### src/rtl/painel_scroll_ctrl.sv
// Scroll sequencer for the 16-bit panel line registers: loads the preset, then
// issues one shift code every DIVsel+1 clocks, with pause, stop and loop control.
module painel_scroll_ctrl #(
    parameter int DIV0 = 50000000,
    parameter int DIV1 = 25000000,
    parameter int DIV2 = 12500000,
    parameter int DIV3 = 6250000
) (
    input  logic       CLK,
    input  logic       RST,
    input  logic       start,
    input  logic       stop,
    input  logic       pause,
    input  logic       dir,
    input  logic [1:0] speed,
    input  logic       loop,
    output logic       ch1,
    output logic       ch0,
    output logic       busy,
    output logic       done,
    output logic [3:0] pos
);

    typedef enum logic [2:0] {
        IDLE,
        LOAD,
        WAIT,
        SHIFT,
        PAUSED,
        DONE
    } state_t;

    state_t      state;
    logic [31:0] tick;
    logic [31:0] limit;
    logic        dirlat;
    logic        looplat;
    logic [1:0]  speedlat;
    logic [1:0]  shiftcode;

    // Terminal count of the wait phase, chosen by the speed latched at LOAD.
    always_comb begin
        limit = 32'(DIV0 - 1);
        case (speedlat)
            2'd0: limit = 32'(DIV0 - 1);
            2'd1: limit = 32'(DIV1 - 1);
            2'd2: limit = 32'(DIV2 - 1);
            2'd3: limit = 32'(DIV3 - 1);
            default: limit = 32'(DIV0 - 1);
        endcase
    end

    assign shiftcode = dirlat ? 2'b01 : 2'b10;

    // Single state machine; every output is registered alongside the state.
    always_ff @(posedge CLK) begin
        if (RST) begin
            state      <= IDLE;
            tick       <= '0;
            dirlat     <= 1'b0;
            looplat    <= 1'b0;
            speedlat   <= 2'd0;
            {ch1, ch0} <= 2'b00;
            busy       <= 1'b0;
            done       <= 1'b0;
            pos        <= 4'd0;
        end else begin
            {ch1, ch0} <= 2'b00;
            done       <= 1'b0;
            case (state)
                IDLE: begin
                    busy <= 1'b0;
                    if (start && !stop) begin
                        state      <= LOAD;
                        {ch1, ch0} <= 2'b11;
                        busy       <= 1'b1;
                        pos        <= 4'd0;
                        tick       <= '0;
                        dirlat     <= dir;
                        looplat    <= loop;
                        speedlat   <= speed;
                    end
                end
                LOAD: begin
                    if (stop) begin
                        state <= IDLE;
                        busy  <= 1'b0;
                    end else begin
                        state <= WAIT;
                    end
                end
                WAIT: begin
                    if (stop) begin
                        state <= IDLE;
                        busy  <= 1'b0;
                    end else if (pause) begin
                        state <= PAUSED;
                    end else if (tick == limit) begin
                        tick       <= '0;
                        state      <= SHIFT;
                        {ch1, ch0} <= shiftcode;
                        pos        <= pos + 4'd1;
                    end else begin
                        tick <= tick + 32'd1;
                    end
                end
                // The release cycle counts like a wait cycle, so a pause held
                // for N clocks delays the next shift by exactly N clocks.
                PAUSED: begin
                    if (stop) begin
                        state <= IDLE;
                        busy  <= 1'b0;
                    end else if (!pause) begin
                        if (tick == limit) begin
                            tick       <= '0;
                            state      <= SHIFT;
                            {ch1, ch0} <= shiftcode;
                            pos        <= pos + 4'd1;
                        end else begin
                            tick  <= tick + 32'd1;
                            state <= WAIT;
                        end
                    end
                end
                SHIFT: begin
                    if (stop) begin
                        state <= IDLE;
                        busy  <= 1'b0;
                    end else if (pos == 4'd0 && !looplat) begin
                        state <= DONE;
                        done  <= 1'b1;
                    end else begin
                        state <= WAIT;
                    end
                end
                DONE: begin
                    state <= IDLE;
                    busy  <= 1'b0;
                end
                default: begin
                    state <= IDLE;
                    busy  <= 1'b0;
                end
            endcase
        end
    end

endmodule

### config.mk
export PLATFORM = sky130hd
export DESIGN_NAME = painel_scroll_ctrl
export DESIGN_NICKNAME = d
export VERILOG_FILES = /design/src/rtl/painel_scroll_ctrl.sv
export SDC_FILE = /design/constraint.sdc
export NUM_CORES = 1
export LEC_CHECK = 0
export CAP_MARGIN = 20
export CORE_AREA = 2 2 75 77
export CTS_CLUSTER_SIZE = 30
export DETAILED_ROUTE_END_ITERATION = 10
export DIE_AREA = 0 0 77 79
export PLACE_DENSITY = 0.72
export SYNTH_ARGS = -nofsm -noshare
export SYNTH_HDL_FRONTEND = slang
export SYNTH_SLANG_ARGS = --single-unit
### constraint.sdc
create_clock -name CLK -period 2.9 [get_ports CLK]
set_input_delay 0.58 -clock CLK [delete_from_list [all_inputs] [get_ports CLK]]
set_output_delay 0.58 -clock CLK [all_outputs]
set_load 0.02 [all_outputs]
==> key figures, run 1 <==
Outcome
  – Status: finished, final reports clean

Floorplan
  – Total core area: 0.00534 mm²
  – Initial Utilization: 0.522
  – Die area: 0.00608 mm²
  – Die span in x: 77 µm
  – Io pins: 17
  – Die height: 79 µm
  – Row count: 27

STA
  – Max_slew headroom: 0.492
  – Worst Tran Pin Value: around 0.76 ns
  – Final Hold Viols: 0
  – Final min period: 2.38 ns
  – Setup TNS: 0 ns
  – Max Clk Rate: 0.420 GHz
  – Hold Slack: 0.491 ns
  – Skew final: ~0.0053 ns
  – Slew Viols, Final: 0
  – RSZ-0062 raised after global routing: false
  – Final period utilization: 0.822
  – Endpoints failing setup: 0
  – Final setup margin: 0.517 ns

GRT
  – First-pass GRT wire length: 11700 µm
  – Global-route usage over all layers: 0.238
  – Vias in the first global route: 2467
  – Gr ovfl total: 0
  – Initial antenna violation count: 0
  – Largest net degree at the start of global routing: 32

Power and ir drop
  – Leak Pwr: 0.931 nW
  – Peak supply drop: 0.199 mV
  – Pwr Density: 402 mW/mm²
  – Pwr Total: about 1.3 mW

Clock network
  – Root Buffer: clkbuf_8
  – H-tree Lvls: 2
  – Clock latency at the later pin of the worst-skew pair: about 0.31 ns
  – CTS Buffer Depth: 2
  – Num Clock Sinks: 47
  – CTS tree: built
  – CTS Hold Bufs: 0
  – CTS clk-pin slew, worst paths: 0.09 ns
  – Post-CTS setup buffer count: 0
  – Number of gates resized after CTS: 0
  – Cts bufs inserted: 5

Critical path
  – Worst setup path end: tick[7]
  – Maximum fanout along the worst path: 9
  – CP peak stage delay: 0.45 ns
  – Most frequent CP cell: a21oi_1
  – CP Capture Type: register
  – Number of cells on the worst reg-to-reg path: 6
  – Setup slack, reg-to-reg: roughly 0.52 ns
  – Critical path type: in2reg
  – Crit-path cells: clkdlybuf4s50_1 -> nand2b_1 -> a21oi_1 -> o2111ai_1 -> buf_4 -> nor4_1 -> a21oi_1 -> a2111oi_0
  – Worst reg2reg path endpoint: tick[1]
  – Slowest CP cell: clkdlybuf4s50_1
  – CP startpoint: pause
  – CP Data Arrival Time: about 2.6 ns
  – Critical path required time: 3.09 ns
  – Reg-to-Reg Start: speedlat[1]
  – CP startpoint kind: primary input

Detailed routing
  – WL per Instance: 16.0 µm
  – Via Count: 2634
  – Post-Route WL: 6930 µm
  – Drt pass-1 iters: 4
  – # DRC: 0
  – Vias/cell: 6.07
  – Starting DRT DRC Count: 195
  – DRT antenna net count: 0

Logic synthesis
  – Mapped Cells: 349
  – Sequential area share after synthesis: 0.338
  – Syn nets: 361
  – YS warnings: 0
  – Asr flop ratio synth: 0
  – Syn avg cell area: 7.98 µm²
  – Primary FF master, synth: dfxtp_1
  – Yosys cell types: 50
  – Yosys reg bits: 47
  – EDFF count, synth: 0
  – Cell Area, Synth: 0.00279 mm²

Place
  – Dpl cells: 426
  – DP HPWL: 4900 µm
  – Routability cong.: around 0.85
  – Port Buffers: 16
  – Placed instance area: 0.00304 mm²
  – Place WS: 0.208 ns

Finish
  – Multi-input logic area: 0.00171 mm²
  – # diodes: 0
  – Fin util: 0.591
  – Fin cells: 434
  – Final instance area: 0.00316 mm²
  – Register area: 941 µm²
  – Nets: about 370
  – Fillers: 519
  – Layout cell share with drive strength beyond 1: 0.0829
  – Syn-to-layout area delta: 13.3%

Job
  – Max-capacitance violation count: 0

Min path
  – Hold Startpoint: dirlat
  – Worst min path class: reg2reg
sequential cells by signal, indices dropped and copies added (netlist names):
register and count:
pos 4, ch0 1, busy 1, speedlat 2, done 1, tick 32, dirlat 1, looplat 1
state 3, ch1 1
cells in the mapped netlist, types with 3 or more instances:
cell type	n	area share
dfxtp_1	47	0.34
a211oi_1	30	0.081
nand2_1	26	0.035
nand3_1	24	0.043
nor2_1	22	0.030
xnor2_1	20	0.063
a21oi_1	16	0.029
nor3_1	16	0.029
clkbuf_1	15	0.020
inv_1	11	0.015
o21ai_0	11	0.020
xor2_1	11	0.035
nand4_1	10	0.022
nor4_1	10	0.022
nand2b_1	9	0.020
buf_2	8	0.014
a31oi_1	6	0.013
nor2b_1	5	0.011
o2111ai_1	4	0.013
a21o_1	3	0.0081
and2_1	3	0.0067
and3_1	3	0.0067
ha_1	3	0.013
nor4b_1	3	0.0094
o211ai_1	3	0.0081
metal layers:
| layer | global-route usage | vias to the layer above | wire (µm) |
|---|---|---|---|
| met5 | 0 | - | 0 |
| met4 | 0.0982 | 0 | 144 |
| met3 | 0.0432 | 14 | 330 |
| met2 | 0.396 | 73 | 3230 |
| met1 | 0.305 | 1235 | 3230 |
| li1 | - | 1312 | - |
critical path: cells and delay by family:
kind	cells	cell delay, ns
AOI/OAI and AO/OA	4	0.88
buffers and inverters	2	0.64
and+or+nand+nor	2	0.47
cell families after synthesis:
kind of cell / share of synthesized area
muxes: 0.00404
adders and majority gates: 0.0135
xor gates and xnor gates: 0.0975
DFF: 0.338
buffers and inverters: 0.0548
AOI/OAI and AO/OA: 0.218
and+or+nand+nor: 0.274
worst min-delay path by stage:
stage	endpoint	slack (ns)	cells past startpoint
final	dirlat	0.49	2
after global routing	dirlat	0.53	2
after CTS	dirlat	0.49	2
after detailed placement	dirlat	0.48	2
after global placement	dirlat	0.47	2
after floorplan	looplat	0.44	2
placed cells by master (no fill, tap or decap), types with 2 or more instances in the layout:
cell type and count:
dfxtp_1 47, a211oi_1 30, nand2_1 26, nand3_1 24, nor2_1 22, xnor2_1 20, nor3_1 16, clkdlybuf4s50_1 16
a21oi_1 15, buf_4 14, inv_1 11, o21ai_0 11, xor2_1 11, nor4_1 10, nand4_1 10, nand2b_1 9
a31oi_1 6, nor2b_1 5, clkbuf_8 5, o2111ai_1 4, a21o_1 3, and2_1 3, nor4b_1 3, o211ai_1 3
and3_1 3, ha_1 3, or2_2 2, o2111a_1 2, or4b_1 2, a221oi_1 2, or3_1 2
where the power goes:
group / internal (mW) / switching (mW) / total (mW)
registers: 0.653 / 0.0129 / 0.666
logic: 0.0444 / 0.0628 / 0.107
clock network: 0.257 / 0.238 / 0.495
layout make-up:
type                       instances  area share
clock buffer                       5      0.0218
clock inverter                     3      0.0139
inverter                          11      0.0131
multi-input combinational        266       0.541
sequential                        47       0.298
tap                               72      0.0285
timing repair buffer              30      0.0840
No activity file was read; power rests on OpenSTA's default activity.
==> inputs of run 2 (changes only) <==
clock period = 2.25 ns   (was 2.9 ns; I/O delays follow)
==> run 2 against run 1 <==
  * The run now ends with setup timing left
  * Sequential share of layout area shrank 4.0 points
  * Total power grew 23%
  * Hold slack lost 0.0050 ns
  * Clock skew shrank 0.00084 ns
  * Largest cell class unchanged
==> key figures, run 2 (synthesis gave the netlist of run 1 again) <==
STA
  – Hold Slack: 0.486 ns
  – Final min period: 2.26 ns
  – Worst Tran Pin Value: between 0.5 and 0.6 ns
  – Slew Viols, Final: 0
  – Max Clk Rate: 0.442 GHz
  – Final period utilization: 1.01
  – Max_slew headroom: 0.602
  – RSZ-0062 raised after global routing: true
  – Endpoints failing setup: 7
  – Setup TNS: -0.0403 ns
  – Final Hold Viols: 0
  – Final setup margin: -0.0134 ns
  – Skew final: 0.00446 ns

GRT
  – Global-route usage over all layers: 0.254
  – Largest net degree at the start of global routing: 22
  – Initial antenna violation count: 0
  – Vias in the first global route: 2615
  – Gr ovfl total: 0
  – First-pass GRT wire length: 12500 µm

Critical path
  – CP Data Arrival Time: 2.44 ns
  – CP startpoint kind: register
  – Maximum fanout along the worst path: 8
  – Setup slack, reg-to-reg: -0.01 ns
  – CP Capture Type: register
  – Number of cells on the worst reg-to-reg path: 8
  – Reg-to-Reg Start: tick[26]
  – Worst reg2reg path endpoint: tick[16]
  – Critical path type: reg2reg
  – Critical path required time: 2.43 ns

Min path
  – Hold Startpoint: dirlat
  – Hold Path Sink: dirlat
  – Worst Hold Path Cells: 2
  – Worst min path class: reg2reg

Finish
  – Nets: just over 400
  – Registers with the most flip-flops: tick x32, pos x4, state x3
  – # diodes: 0
  – Layout cell share with drive strength beyond 1: 0.260
  – Largest register FFs: 32
  – Fillers: 437
  – Syn-to-layout area delta: 31.8%
  – Most frequent cells in the layout: dfxtp_1 (43), buf_4 (39), a211oi_2 (30)
  – Reg with most FFs: tick
  – Register area: about 950 µm²
  – Fin cells: 465
  – Multi-input logic area: roughly 0.0019 mm²
  – Commonest non-fill, non-tap cell in the layout: dfxtp_1

Clock network
  – CTS clk-pin slew, worst paths: roughly 0.090 ns
  – H-tree Lvls: 2
  – Cts bufs inserted: 5
  – Clock latency at the later pin of the worst-skew pair: 0.30 ns
  – Root Buffer: clkbuf_8
  – CTS tree: built
  – CTS Buffer Depth: 2
  – Num Clock Sinks: 47

Job
  – Max-capacitance violation count: 0

Detailed routing
  – # DRC: 0
  – Post-Route WL: between 8000 and 9000 µm
  – WL per Instance: 17.4 µm
  – Via Count: 2869
  – Vias/cell: between 6 and 7
  – Starting DRT DRC Count: about 310
  – DRT antenna net count: 0
  – Drt pass-1 iters: 5

Power and ir drop
  – Peak supply drop: approximately 0.24 mV
  – Leak Pwr: 1.14 nW
  – Pwr Total: 1.56 mW
  – Pwr Density: ~420 mW/mm²

Floorplan
  – Die span in x: roughly 77 µm
  – Die height: 79 µm
  – Io pins: 17
  – Initial Utilization: 0.522
  – Total core area: 0.00534 mm²
  – Row count: 27
  – Die area: approximately 0.0061 mm²

Outcome
  – Status: finished, violations left
  – Failing checks: setup timing

Place
  – Port Buffers: 16
  – DP HPWL: 5180 µm
  – Routability cong.: between 0.8 and 0.9
  – Dpl cells: 451
[run 2: changes by cell type in the layout (fill, tap and decap cells not counted), sizes merged]
| cell | delta |
|---|---|
| buf | +29 |
| bufinv | -1 |
| clkbuf | +2 |
| clkinv | -1 |
| clkinvlp | +2 |
[run 2: worst max path at each step]
| stage | from | cells after the start | slack (ns) | to |
|---|---|---|---|---|
| detailed placement | pause | 8 | -0.26 | tick[7] |
| global placement | start | 8 | -0.12 | tick[21] |
| finish | tick[26] | 8 | -0.01 | tick[16] |
| floorplan | tick[16] | 6 | 0.17 | pos[2] |
| CTS | tick[26] | 7 | 0.02 | tick[19] |
| global route | tick[26] | 8 | -0.09 | tick[12] |
[run 2: cell type report]
| class | instances | area share |
|---|---|---|
| clock buffers | 5 | 0.0188 |
| clock inverters | 3 | 0.00546 |
| inverters | 11 | 0.0113 |
| multi-input cells | 266 | 0.521 |
| flip-flops and latches | 47 | 0.258 |
| well taps | 72 | 0.0245 |
| repair buffers | 61 | 0.161 |
[run 2: metal layers]
layer  routed length, µm  vias to the layer above  share of wire  track usage
met4                 146                        0          0.018       0.0768
met3                 482                       20          0.059       0.0375
met5                   0                        -              0            0
li1                    -                     1376              -            -
met1                3610                     1359           0.45        0.340
met2                3870                      114           0.48        0.427
[run 2: per-stage QoR]
| stage | setup slack [ns] | util | instance area [µm²] |
|---|---|---|---|
| final | -0.0134 | 0.688 | 3670 |
| after global routing | -0.0864 | 0.688 | 3670 |
| after CTS | 0.0161 | 0.638 | 3400 |
| after detailed placement | -0.256 | 0.610 | 3260 |
| after global placement | -0.123 | 0.610 | 3260 |
| after floorplan | 0.172 | - | 2790 |
[run 2: repair_timing]
action	4_1_cts	5_1_grt
resized for setup	4	42
hold buffers	0	0
cloned	1	2
setup buffers	2	1
setup endpoints to repair	31	36
pin swaps	1	29
[run 2: report_power, final]
| group | internal, mW | switching (mW) |
|---|---|---|
| Combinational | 0.0792 | 0.108 |
| Clock | 0.217 | 0.301 |
| Sequential | 0.842 | 0.0128 |
| Total | 1.14 | 0.422 |
[run 2: critical path, stage by stage, from the launching register on]
cell and delay [ns]:
dfxtp_2 0.36, or4b_4 0.55, nor4_4 0.21, nand4_1 0.17, or2_4 0.30, o21ai_4 0.17, buf_12 0.15, clkbuf_16 0.17
a211oi_2 0.07
==> patch 1 (settings of run 2) <==
The 6 states of `state_t` get a one-hot encoding in 6 bits.
--- a/src/rtl/painel_scroll_ctrl.sv
+++ b/src/rtl/painel_scroll_ctrl.sv
@@ -21,13 +21,13 @@
     output logic [3:0] pos
 );
 
-    typedef enum logic [2:0] {
-        IDLE,
-        LOAD,
-        WAIT,
-        SHIFT,
-        PAUSED,
-        DONE
+    typedef enum logic [5:0] {
+        IDLE   = 6'b000001,
+        LOAD   = 6'b000010,
+        WAIT   = 6'b000100,
+        SHIFT  = 6'b001000,
+        PAUSED = 6'b010000,
+        DONE   = 6'b100000
     } state_t;
 
     state_t      state;
Function: no difference found for any inputs over 10 cycles, from zero or initial values and one cycle with RST high; not proved beyond that.
==> patch 1 against run 2 <==
Design area up 0.24%; critical path type unchanged; worst setup slack worse by 0.059 ns; the run still ends with negative setup slack left; routed wire length down 0.77%; die area unchanged; critical path depth down 1; worst hold slack worse by 0.012 ns; count of clock-buffer cells in the layout up 1; area after synthesis down 3.5%; clock skew up 0.011 ns; maximum frequency down 2.5%; largest power group unchanged; critical endpoint is now tick[12]; total power up 6.8%; synthesized cell count down 8.6%; sequential share of layout area up 1.6 points; sequential cell count up 3.
==> patch 1: results (changes against run 2) <==
violations: "negative setup slack"
synthTopCellsByCount: "nor2_1 (53), dfxtp_1 (50), nand2_1 (29)"
post-place-ws_ns: -0.287  # -0.0307 ns
fin_skew_ns: 0.0157  # +0.0113 ns
grt_usage_pct: 23.9  # -1.5 points
fin_ws_ns: -0.0725  # -0.0592 ns
synth_top_area_share_pct: 37.3  # +3.5 points
syn_area_per_cell_um2: 8.42  # +5.5%
synth_fa_ha_area_share_pct: 1.40  # +0.050 points
ir_drop_mv: 0.243  # +1.9%
status: "finished, violations left"
cp.arrival_ns: 2.53  # +0.09 ns
worst_path_max_delay_cell: "or4_4"
synth_xor_area_share_pct: 10.1  # +0.36 points
num-fill-cells: 412  # -5.7%
place_inst: 435  # -3.5%
p_total_uw: 1660  # +6.8%
p_int_uw: 1240  # +9.3%
drt_iter0_drc: 311  # +1.3%
dp.final_hpwl_um: 5010  # -3.2%
use_met2_pct: 38.9  # -3.8 points
synth.area.mux_share_pct: 0.373  # -0.032 points
slew_headroom_pct: 60.8  # +0.56 points
grt_pass1_vias: 2424  # -7.3%
p_seq_uw: 904  # +5.7%
gp_congestion: 0.859  # -4.2%
wl_met3_um: 532  # +10%
synth_compound_gate_area_share_pct: 12.3  # -9.5 points
grt_first_pass_wirelength_um: 11600  # -7.6%
setup_viol: 31  # +24
placed_area_mm2: 0.00319  # -2.0%
drt-total-wl_um: 8040  # -0.77%
[patch 1: changes by cell type in the layout (fill, tap and decap cells not counted), sizes merged, moves of 7 or more]
cell / delta
nor3: -7
nand2b: -8
a211oi: -29
buf: +10
nor2: +32
a21oi: -8
[patch 1: final cells by class]
type,instances,share of cell area [%]
Timing Repair Buffer,72,18.7
Tap cell,72,2.45
Inverter,9,0.918
Multi-Input combinational cell,248,47.8
Sequential cell,50,27.4
Clock buffer,6,2.24
Clock inverter,2,0.442
[patch 1: repair_timing]
item | 4_1_cts | 5_1_grt
buffers inserted | 3 | 9
pin swaps | 1 | 20
endpoints found under the setup margin | 28 | 36
cloned | 1 | 4
endpoints found under the hold margin | 0 | 0
resized for setup | 5 | 46
[patch 1: final timing paths]
check / startpoint / endpoint / slack, ns / cells after the start
hold reg to reg: looplat / looplat / 0.47 / 2
setup / recovery: state[5] / tick[12] / -0.07 / 7
hold / removal: looplat / looplat / 0.47 / 2
setup reg to reg: state[5] / tick[12] / -0.07 / 7
==> patch 2 (config.mk and constraints of run 2) <==
Made on the original files. The parameter `DIV0` goes from 50000000 to 33554432.
--- a/src/rtl/painel_scroll_ctrl.sv
+++ b/src/rtl/painel_scroll_ctrl.sv
@@ -1,7 +1,7 @@
 // Scroll sequencer for the 16-bit panel line registers: loads the preset, then
 // issues one shift code every DIVsel+1 clocks, with pause, stop and loop control.
 module painel_scroll_ctrl #(
-    parameter int DIV0 = 50000000,
+    parameter int DIV0 = 33554432,
     parameter int DIV1 = 25000000,
     parameter int DIV2 = 12500000,
     parameter int DIV3 = 6250000
Function: no difference found for any inputs over 10 cycles, from zero or initial values and one cycle with RST high; that may be too few to reach the edited logic, so the function may still have changed.
==> patch 2 against run 2 <==
Global-route usage is 1.9 points lower; routed wire length down 10%; worst hold slack got worse by 0.087 ns; design area decreased by 4.5%; worst setup slack gained 0.073 ns; via count fell by 5.1%; sequential cell count is the same; area after synthesis rose by 1.8%; total power is 10% higher; largest power group unchanged.
==> patch 2: results (changes against run 2) <==
seq_area_frac_synth_pct: 33.2  # -0.61 points
fin_skew_ns: 0.00746  # +0.00300 ns
grt_usage_pct: 23.5  # -1.9 points
nets: 387  # -4.2%
dp.final_hpwl_um: 4830  # -6.7%
grt_max_degree: 33  # +50%
max_stage_delay_ns: 0.48  # -0.07 ns
swShare_pct: 24.3  # -2.7 points
grtUsageMet1_pct: 30.0  # -3.9 points
cts_resized: 0  # -4
worstMarginPinSlew_ns: 0.389  # -0.205 ns
met2_length_um: 3670  # -5.2%
grt_first_pass_wirelength_um: 11600  # -7.7%
status: "finished, final reports clean"
grt_pass1_vias: 2420  # -7.5%
use_met2_pct: 39.6  # -3.2 points
ir_drop_mv: 0.440  # +85%
synth_nets: 346  # -4.2%
leakagePower_uw: 0.00116  # +1.1%
hp-class: "input pin to flip-flop"
gp_congestion: 0.836  # -6.9%
postCtsSetupBuffers: 0  # -2
vias_per_cell: 6.14  # -0.41%
placed_area_mm2: 0.00326  # +0.15%
wl_met3_um: 273  # -43%
ys_types: 58  # +16%
grt_use_met3_pct: 4.20  # +0.45 points
drive_gt1_share_pct: 19.7  # -6.3 points
synth.area.top_cells: "dfxtp_1 (33%), a221oi_1 (4.9%), a211oi_1 (4.5%), ha_1 (3.5%), xnor2_1 (3.4%)"
post-place-ws_ns: -0.227  # +0.0288 ns
synthTopCellsByCount: "dfxtp_1 (47), nand2_1 (25), a211oi_1 (17)"
## patch 2: changes by cell type in the layout (fill, tap and decap cells not counted), sizes merged, moves of 6 or more
cell,change
a211oi,-14
or4,+6
xnor2,-9
a21oi,-13
o21ai,+6
a221oi,+14
nand2b,-6
or3,+11
nand3,-12
nor2,-10
## patch 2: power by group through the flow
stage / logic [uW] / registers, uW / clock network [uW]
CTS: 190 / 847 / 684
global route: 218 / 849 / 715
global placement: 187 / 867 / 0
finish: 200 / 848 / 668
floorplan: 110 / 871 / 0
detailed placement: 189 / 867 / 0
## patch 2: worst paths after layout
| path | start | to | slack (ns) | depth (start not counted) |
|---|---|---|---|---|
| worst max-delay path | speedlat[0] | pos[1] | 0.06 | 8 |
| worst min-delay path | RST | busy | 0.40 | 2 |
| worst max register to register | speedlat[0] | pos[1] | 0.06 | 8 |
| worst min register to register | tick[20] | tick[20] | 0.52 | 2 |
## patch 2: stage by stage
step           cells  hold WS [ns]  utilization, %
2_1_floorplan    329         0.462               -
3_3_place_gp     431         0.496            61.1
3_5_place_dp     431         0.508            61.1
4_1_cts          439         0.388            63.4
5_1_grt          443         0.397            65.7
6_report         443         0.399            65.7
## patch 2: kinds of logic (layout without fill, tap and decap cells)
logic type                 Yosys count  count (layout)  synth area share, %
AOI/OAI and AO/OA                   82              82                 21.7
xor gates and xnor gates            18              18                 5.56
muxes                                4               4                 1.41
adders and majority gates            8               8                 3.53
DFF                                 47              47                 33.2
and+or+nand+nor                    136             136                 28.8
buffers and inverters               34              76                 5.78
## patch 2: cell type report
cell class,count,area (um^2)
timing repair buffer,56,526
sequential,47,942
clock buffer,6,82.6
clock inverter,2,38.8
tap,72,90.1
inverter,12,45.0
multi-input combinational,248,1780
fill,474,1830
